==> config.mk <==
export PLATFORM = sky130hd
export DESIGN_NAME = seg7_scan_decoder
export DESIGN_NICKNAME = d
export VERILOG_FILES = /design/src/rtl/seg7_pkg.sv /design/src/rtl/seg7_pattern_decode.sv /design/src/rtl/seg7_scan_decoder.sv
export SDC_FILE = /design/constraint.sdc
export NUM_CORES = 1
export LEC_CHECK = 0
export ABC_AREA = 1
export CAP_MARGIN = 20
export CORE_ASPECT_RATIO = 1.4
export CORE_UTILIZATION = 40
export CTS_BUF_LIST = sky130_fd_sc_hd__clkbuf_8
export CTS_CLUSTER_DIAMETER = 30
export DETAILED_ROUTE_END_ITERATION = 10
export DONT_BUFFER_PORTS = 1
export SYNTH_ARGS = -nofsm -noshare
export SYNTH_HDL_FRONTEND = slang
export SYNTH_SLANG_ARGS = --single-unit
==> constraint.sdc <==
create_clock -name clk_100MHz -period 4.2 [get_ports clk_100MHz]
set_input_delay 0.63 -clock clk_100MHz [delete_from_list [all_inputs] [get_ports clk_100MHz]]
set_output_delay 0.63 -clock clk_100MHz [all_outputs]
set_load 0.05 [all_outputs]
==> src/rtl/seg7_pkg.sv <==
// Shared constants for the seven-segment bus decoder: active-low digit
// patterns, special nibble codes and the per-digit scan FSM states.
package seg7_pkg;

  // Segment order is {a,b,c,d,e,f,g}; a lit segment reads as 0.
  localparam logic [6:0] PAT_0     = 7'b0000001;
  localparam logic [6:0] PAT_1     = 7'b1001111;
  localparam logic [6:0] PAT_2     = 7'b0010010;
  localparam logic [6:0] PAT_3     = 7'b0000110;
  localparam logic [6:0] PAT_4     = 7'b1001100;
  localparam logic [6:0] PAT_5     = 7'b0100100;
  localparam logic [6:0] PAT_6     = 7'b0100000;
  localparam logic [6:0] PAT_7     = 7'b0001111;
  localparam logic [6:0] PAT_8     = 7'b0000000;
  localparam logic [6:0] PAT_9     = 7'b0000100;
  localparam logic [6:0] PAT_BLANK = 7'b1111111;

  localparam logic [3:0] BLANK   = 4'hF;
  localparam logic [3:0] ILLEGAL = 4'hE;

  typedef enum logic [1:0] {
    SCAN   = 2'd0,
    SETTLE = 2'd1,
    HOLD   = 2'd2
  } scan_state_e;

  // Digit slot selected by a legal (one-bit-low) anode value.
  function automatic logic [1:0] an_slot(input logic [3:0] an);
    logic [1:0] slot;
    slot = 2'd0;
    for (int i = 0; i < 4; i++) begin
      if (!an[i]) slot = 2'(i);
    end
    return slot;
  endfunction

endpackage

==> src/rtl/seg7_pattern_decode.sv <==
// Combinational decode of one active-low segment pattern into a BCD nibble,
// with blank mapped to BLANK and anything unrecognised flagged as illegal.
module seg7_pattern_decode
  import seg7_pkg::*;
(
  input  logic [6:0] seg,
  output logic [3:0] nibble,
  output logic       illegal
);

  always_comb begin
    nibble  = ILLEGAL;
    illegal = 1'b0;
    case (seg)
      PAT_0:     nibble = 4'd0;
      PAT_1:     nibble = 4'd1;
      PAT_2:     nibble = 4'd2;
      PAT_3:     nibble = 4'd3;
      PAT_4:     nibble = 4'd4;
      PAT_5:     nibble = 4'd5;
      PAT_6:     nibble = 4'd6;
      PAT_7:     nibble = 4'd7;
      PAT_8:     nibble = 4'd8;
      PAT_9:     nibble = 4'd9;
      PAT_BLANK: nibble = BLANK;
      default:   illegal = 1'b1;
    endcase
  end

endmodule

==> src/rtl/seg7_scan_decoder.sv <==
// Recovers a confirmed four-digit BCD value from a multiplexed active-low
// seven-segment bus by settling on each anode, sampling, and voting frames.
module seg7_scan_decoder
  import seg7_pkg::*;
#(
  parameter int SETTLE_CYCLES  = 16,
  parameter int FRAMES_MATCH   = 2,
  parameter int TIMEOUT_CYCLES = 2_000_000
) (
  input  logic        clk_100MHz,
  input  logic        reset,
  input  logic [3:0]  an,
  input  logic [6:0]  seg,
  input  logic        dp,
  output logic [15:0] digits,
  output logic [3:0]  dp_mask,
  output logic        valid,
  output logic        update,
  output logic        err
);

  localparam int SW = $clog2(SETTLE_CYCLES + 1);
  localparam int MW = $clog2(FRAMES_MATCH + 1);
  localparam int TW = $clog2(TIMEOUT_CYCLES + 1);

  localparam logic [SW-1:0] SETTLE_LAST = SW'(SETTLE_CYCLES - 1);
  localparam logic [MW-1:0] MATCH_MAX   = MW'(FRAMES_MATCH);
  localparam logic [TW-1:0] TO_LAST     = TW'(TIMEOUT_CYCLES - 1);
  localparam logic [TW-1:0] TO_MAX      = TW'(TIMEOUT_CYCLES);

  logic [3:0] an_meta_q, an_sync_q;
  logic [6:0] seg_meta_q, seg_sync_q;
  logic       dp_meta_q, dp_sync_q;

  scan_state_e     state_q, state_d;
  logic [3:0]      cur_an_q, cur_an_d;
  logic [SW-1:0]   settle_cnt_q, settle_cnt_d;
  logic [3:0]      seen_q, seen_d;
  logic [3:0][3:0] slot_nib_q, slot_nib_d;
  logic [3:0]      slot_dp_q, slot_dp_d;
  logic [3:0][3:0] cand_nib_q, cand_nib_d;
  logic [3:0]      cand_dp_q, cand_dp_d;
  logic [MW-1:0]   match_q, match_d;
  logic [TW-1:0]   to_cnt_q, to_cnt_d;
  logic [15:0]     digits_q, digits_d;
  logic [3:0]      dp_mask_q, dp_mask_d;
  logic            valid_q, valid_d;
  logic            update_q, update_d;
  logic            err_q, err_d;

  logic [3:0] dec_nib;
  logic       dec_illegal;

  seg7_pattern_decode u_decode (
    .seg     (seg_sync_q),
    .nibble  (dec_nib),
    .illegal (dec_illegal)
  );

  // Idle-high reset values keep the bus looking quiet until real data arrives.
  always_ff @(posedge clk_100MHz or posedge reset) begin
    if (reset) begin
      an_meta_q  <= 4'b1111;
      an_sync_q  <= 4'b1111;
      seg_meta_q <= PAT_BLANK;
      seg_sync_q <= PAT_BLANK;
      dp_meta_q  <= 1'b1;
      dp_sync_q  <= 1'b1;
    end else begin
      an_meta_q  <= an;
      an_sync_q  <= an_meta_q;
      seg_meta_q <= seg;
      seg_sync_q <= seg_meta_q;
      dp_meta_q  <= dp;
      dp_sync_q  <= dp_meta_q;
    end
  end

  logic            an_idle, an_legal, an_bad, enter, sample, complete, same, timeout_fire;
  logic [1:0]      slot;
  logic [3:0]      seen_next;
  logic [3:0][3:0] frame_nib;
  logic [3:0]      frame_dp;

  always_comb begin
    state_d      = state_q;
    cur_an_d     = cur_an_q;
    settle_cnt_d = settle_cnt_q;
    seen_d       = seen_q;
    slot_nib_d   = slot_nib_q;
    slot_dp_d    = slot_dp_q;
    cand_nib_d   = cand_nib_q;
    cand_dp_d    = cand_dp_q;
    match_d      = match_q;
    to_cnt_d     = to_cnt_q;
    digits_d     = digits_q;
    dp_mask_d    = dp_mask_q;
    valid_d      = valid_q;
    update_d     = 1'b0;
    err_d        = err_q;
    enter        = 1'b0;
    sample       = 1'b0;
    complete     = 1'b0;
    same         = 1'b0;

    an_idle  = (an_sync_q == 4'b1111);
    an_legal = (an_sync_q == 4'b1110) || (an_sync_q == 4'b1101) ||
               (an_sync_q == 4'b1011) || (an_sync_q == 4'b0111);
    an_bad   = !an_idle && !an_legal;

    // An anode change in SETTLE or HOLD is treated as a fresh SCAN in the same
    // cycle, so back-to-back digits each get their full settle window.
    if (an_bad) begin
      err_d        = 1'b1;
      seen_d       = 4'b0000;
      state_d      = SCAN;
      settle_cnt_d = '0;
    end else begin
      case (state_q)
        SCAN:   enter = 1'b1;
        SETTLE: begin
          if (an_sync_q != cur_an_q) begin
            enter = 1'b1;
          end else begin
            settle_cnt_d = settle_cnt_q + 1'b1;
            if (settle_cnt_q == SETTLE_LAST) begin
              sample  = 1'b1;
              state_d = HOLD;
            end
          end
        end
        HOLD:    enter = (an_sync_q != cur_an_q);
        default: enter = 1'b1;
      endcase
      if (enter) begin
        if (an_legal) begin
          state_d      = SETTLE;
          cur_an_d     = an_sync_q;
          settle_cnt_d = SW'(1);
        end else begin
          state_d      = SCAN;
          settle_cnt_d = '0;
        end
      end
    end

    slot      = an_slot(cur_an_q);
    frame_nib = slot_nib_q;
    frame_dp  = slot_dp_q;
    seen_next = seen_q;
    if (sample) begin
      frame_nib[slot] = dec_nib;
      frame_dp[slot]  = !dp_sync_q;
      seen_next[slot] = 1'b1;
      slot_nib_d      = frame_nib;
      slot_dp_d       = frame_dp;
      seen_d          = seen_next;
      if (dec_illegal) err_d = 1'b1;
    end

    complete = sample && (seen_next == 4'b1111);
    if (complete) begin
      same       = (frame_nib == cand_nib_q) && (frame_dp == cand_dp_q);
      cand_nib_d = frame_nib;
      cand_dp_d  = frame_dp;
      seen_d     = 4'b0000;
      if (!same)                   match_d = MW'(1);
      else if (match_q != MATCH_MAX) match_d = match_q + 1'b1;
      if (match_d == MATCH_MAX) begin
        digits_d  = frame_nib;
        dp_mask_d = frame_dp;
        valid_d   = 1'b1;
        update_d  = !valid_q || (frame_nib != digits_q) || (frame_dp != dp_mask_q);
      end
    end

    // A frame completing on the expiry cycle is discarded: timeout has priority.
    timeout_fire = (to_cnt_q == TO_LAST);
    if (sample)                to_cnt_d = '0;
    else if (to_cnt_q != TO_MAX) to_cnt_d = to_cnt_q + 1'b1;
    if (timeout_fire) begin
      valid_d    = 1'b0;
      match_d    = '0;
      seen_d     = 4'b0000;
      update_d   = 1'b0;
      digits_d   = digits_q;
      dp_mask_d  = dp_mask_q;
      cand_nib_d = cand_nib_q;
      cand_dp_d  = cand_dp_q;
    end
  end

  always_ff @(posedge clk_100MHz or posedge reset) begin
    if (reset) begin
      state_q      <= SCAN;
      cur_an_q     <= 4'b1111;
      settle_cnt_q <= '0;
      seen_q       <= 4'b0000;
      slot_nib_q   <= '0;
      slot_dp_q    <= 4'b0000;
      cand_nib_q   <= '0;
      cand_dp_q    <= 4'b0000;
      match_q      <= '0;
      to_cnt_q     <= '0;
      digits_q     <= 16'hFFFF;
      dp_mask_q    <= 4'b0000;
      valid_q      <= 1'b0;
      update_q     <= 1'b0;
      err_q        <= 1'b0;
    end else begin
      state_q      <= state_d;
      cur_an_q     <= cur_an_d;
      settle_cnt_q <= settle_cnt_d;
      seen_q       <= seen_d;
      slot_nib_q   <= slot_nib_d;
      slot_dp_q    <= slot_dp_d;
      cand_nib_q   <= cand_nib_d;
      cand_dp_q    <= cand_dp_d;
      match_q      <= match_d;
      to_cnt_q     <= to_cnt_d;
      digits_q     <= digits_d;
      dp_mask_q    <= dp_mask_d;
      valid_q      <= valid_d;
      update_q     <= update_d;
      err_q        <= err_d;
    end
  end

  assign digits  = digits_q;
  assign dp_mask = dp_mask_q;
  assign valid   = valid_q;
  assign update  = update_q;
  assign err     = err_q;

endmodule
==> results of run 1 <==
==> cells in the mapped netlist (all sizes together) <==
library cell | number | share of area, %
nand3 | 77 | 6.0
nor4 | 4 | 0.38
nor2 | 88 | 5.7
o21a | 3 | 0.34
a21oi | 23 | 1.8
a31oi | 1 | 0.096
o21ai | 61 | 4.7
clkinv | 2 | 0.11
ha | 6 | 1.1
nor3 | 17 | 1.4
nor4b | 1 | 0.13
nand2 | 261 | 15
inv | 132 | 7.6
buf | 6 | 0.98
dfrtp | 81 | 31
clkbuf | 8 | 0.46
a211oi | 2 | 0.23
xor2 | 10 | 1.3
xnor2 | 3 | 0.40
and3 | 1 | 0.096
a41oi | 1 | 0.13
a311o | 1 | 0.15
o32ai | 1 | 0.13
nand3b | 3 | 0.34
dfstp | 44 | 18
a22o | 1 | 0.13
nand4 | 17 | 1.9
o22ai | 5 | 0.48
==> registers in the layout (all words and copies together) (netlist names), 4 cells and up <==
name	cells
cand_dp_q	4
to_cnt_q	21
an_sync_q	4
cand_nib_q	16
dp_mask	4
settle_cnt_q	5
cur_an_q	4
seen_q	4
an_meta_q	4
seg_sync_q	7
seg_meta_q	7
slot_dp_q	4
digits	16
slot_nib_q	16
==> path summary, 6_finish.rpt <==
check / slack, ns / from / end / cells past startpoint
hold reg to reg: 0.36 / seg_meta_q[1] / seg_sync_q[1] / 0
setup / recovery: 0.61 / settle_cnt_q[0] / digits[0] / 17
max in group asynchronous: 3.17 / reset / digits[10] / 2
setup reg to reg: 0.61 / settle_cnt_q[0] / digits[0] / 17
hold / removal: 0.16 / an[0] / an_meta_q[0] / 0
min in group asynchronous: 0.18 / reset / to_cnt_q[15] / 1
==> power breakdown <==
group | total, W | internal [W] | switching, W | leakage [nW]
clock network | 0.00108 | 0.000585 | 0.000491 | 0.203
registers | 0.00127 | 0.00124 | 0.0000229 | 1.57
logic | 0.000113 | 0.0000284 | 0.0000850 | 1.76
total | 0.00245 | 0.00186 | 0.000599 | 3.54
==> metrics by stage <==
| step | setup slack (ns) | area, um^2 |
|---|---|---|
| 2_1_floorplan | 0.315 | 6540 |
| 3_3_place_gp | 0.683 | 6730 |
| 3_5_place_dp | 0.628 | 6730 |
| 4_1_cts | 0.582 | 7130 |
| 5_1_grt | 0.227 | 7130 |
| 6_report | 0.614 | 7130 |
==> layer usage <==
metal | GRT usage [%] | vias up | share of wire [%]
met1 | 24.2 | 2538 | 43
met4 | 8.76 | 0 | 2.5
met5 | 0 | - | 0
li1 | - | 2744 | -
met2 | 34.0 | 82 | 51
met3 | 5.12 | 29 | 3.7
==> cells by family (layout without fill, tap and decap cells) <==
kind of cell	Yosys count	in the layout	synth area share, %
xor+xnor	13	13	1.74
flops	125	125	48.7
fa+ha+maj	6	6	1.15
buf+inv	148	169	9.13
simple gates	469	469	31.1
compound gates	99	99	8.14
==> layout make-up <==
| type | instances | share of cell area [%] |
|---|---|---|
| flip-flops and latches | 125 | 44.6 |
| repair buffers | 3 | 0.491 |
| clock inverters | 11 | 1.63 |
| well taps | 196 | 3.44 |
| multi-input cells | 587 | 38.7 |
| clock buffers | 21 | 4.05 |
| inverters | 134 | 7.09 |
==> out/metrics.csv, run 1 <==
stage;metric;value;unit
setup_path;required time of the critical path;4.57;ns
layout;Nets;888;
setup_path;Critical-path top delay cell;nand4_4;
layout;Multi-input gate area;2760;um^2
setup_path;CP Cell Sequence;ha_1 -> and3_1 -> ha_1 -> nand2_1 -> inv_1 -> nand3_1 -> nor2_4 -> nand2_1 -> nand2_1 -> nand2_1 -> nand2_1 -> nand2_1 -> nor2_1 -> nand2_1 -> nor2_1 -> nand4_4 -> o21ai_1;
drt;Avg WL per Cell;14.2;um
layout;commonest non-fill, non-tap cell in the layout;nand2_1;
clock_network;root buffer cell;clkbuf_8;
timing;final setup fails;0;
placement;hpwl dp;11200;um
clock_network;Post-CTS Setup Inserts;0;
layout;Non-Filler Instances;1077;
clock_network;Max Buffers Root-to-Sink;2;
clock_network;Num Clock Sinks;125;
floorplanning;FP Rows;54;
clock_network;CTS Buf Count;17;
clock_network;clk_lat worst skew;0.45;ns
setup_path;Setup crit end kind;flip-flop;
layout;layout cell share with drive strength beyond 1;11.1;%
power;Static Leak;3.54;nW
synthesis;Avg Inst Size Synth;7.60;um^2
timing;Hold Vio Cnt, Final;0;
floorplanning;Initial Util;41.3;%
global_route;largest net degree at the start of global routing;64;
timing;clk_skew;0.0132;ns
setup_path;crit path kind;flip-flop to flip-flop;
floorplanning;Die Y;153;um
global_route;number of global-route vias before repair;5288;
setup_path;Crit path largest cell delay;0.45;ns
synthesis;Mapped Nets;880;
job;max-cap violations;0;
timing;Setup TNS Final;0;ns
setup_path;cell family with most CP delay;simple AND/OR/NAND/NOR gates;
synthesis;synth unique cells;38;
drt;Vias;5393;
setup_path;CP bufs+invs;1;
timing;fmax;279;MHz
synthesis;cell count after synthesis;860;
drt;DRC;0;
drt;number of DRC markers in iteration 0;278;
layout;ANT cells;0;
layout;fin util;45.1;%
synthesis;Ys Warns;0;
drt;Detailed Routing Iterations Pass 1;4;
synthesis;Yosys reg bits;125;
setup_path;most numerous cell on the critical path;nand2_1;
placement;Final Wtd Congestion;0.869;
global_route;All-Layer GR Usage;20.3;%
layout;register area;3180;um^2
global_route;initial antenna violation count;0;
floorplanning;core region area;15800;um^2
clock_network;CTS H-tree depth;4;
timing;fin. max-slew vios;0;
timing;Final min period;3.59;ns
setup_path;CP startpoint kind;flip-flop;
clock_network;Hold Buf Count CTS;0;
clock_network;CTS tree;yes;
placement;Placed Cells;1045;
power;total power;0.00245;W
placement;# port buffers;0;
power;Peak VDD IR;0.158;mV
drt;drt total wl;15300;um
global_route;global route total overflow;0;
drt;vias per inst;5.01;
timing;period utilization;85.4;%
timing;Min Hold Slack;0.163;ns
clock_network;clk slew on worst S/H paths;0.08;ns
synthesis;sequential area share after synthesis;48.7;%
drt;Routed Antenna Nets;0;
floorplanning;die area;16900;um^2
power;Power per Cell Area;344;nW/um^2
timing;relative slew slack;47.1;%
timing;Worst-Margin Slew;0.794;ns
global_route;first-pass GRT wire length;25800;um
floorplanning;Die X;110;um
layout;most frequent cells in the layout;nand2_1, inv_1, nor2_1;
clock_network;post-cts resize count;0;
layout;fill cell count;1649;
synthesis;Mapped Area;6540;um^2
worst_hold_path;Min-Delay Path Class;input pin to flip-flop;
status;status;finished clean;
setup_path;Critical Path AT;3.96;ns
layout;Area Growth Syn to Fin;9.09;%
timing;unrepaired setup endpoints after global routing;no;
setup_path;CP Max Fanout;35;
floorplanning;IO Pins;37;
Power figures use the tool's default switching activity.
==> inputs of run 2 (changes only) <==
CAP_MARGIN = default   (was 20)
==> results of run 2 <==
No change in the layout: final DEF, timing and power equal those of run 1.
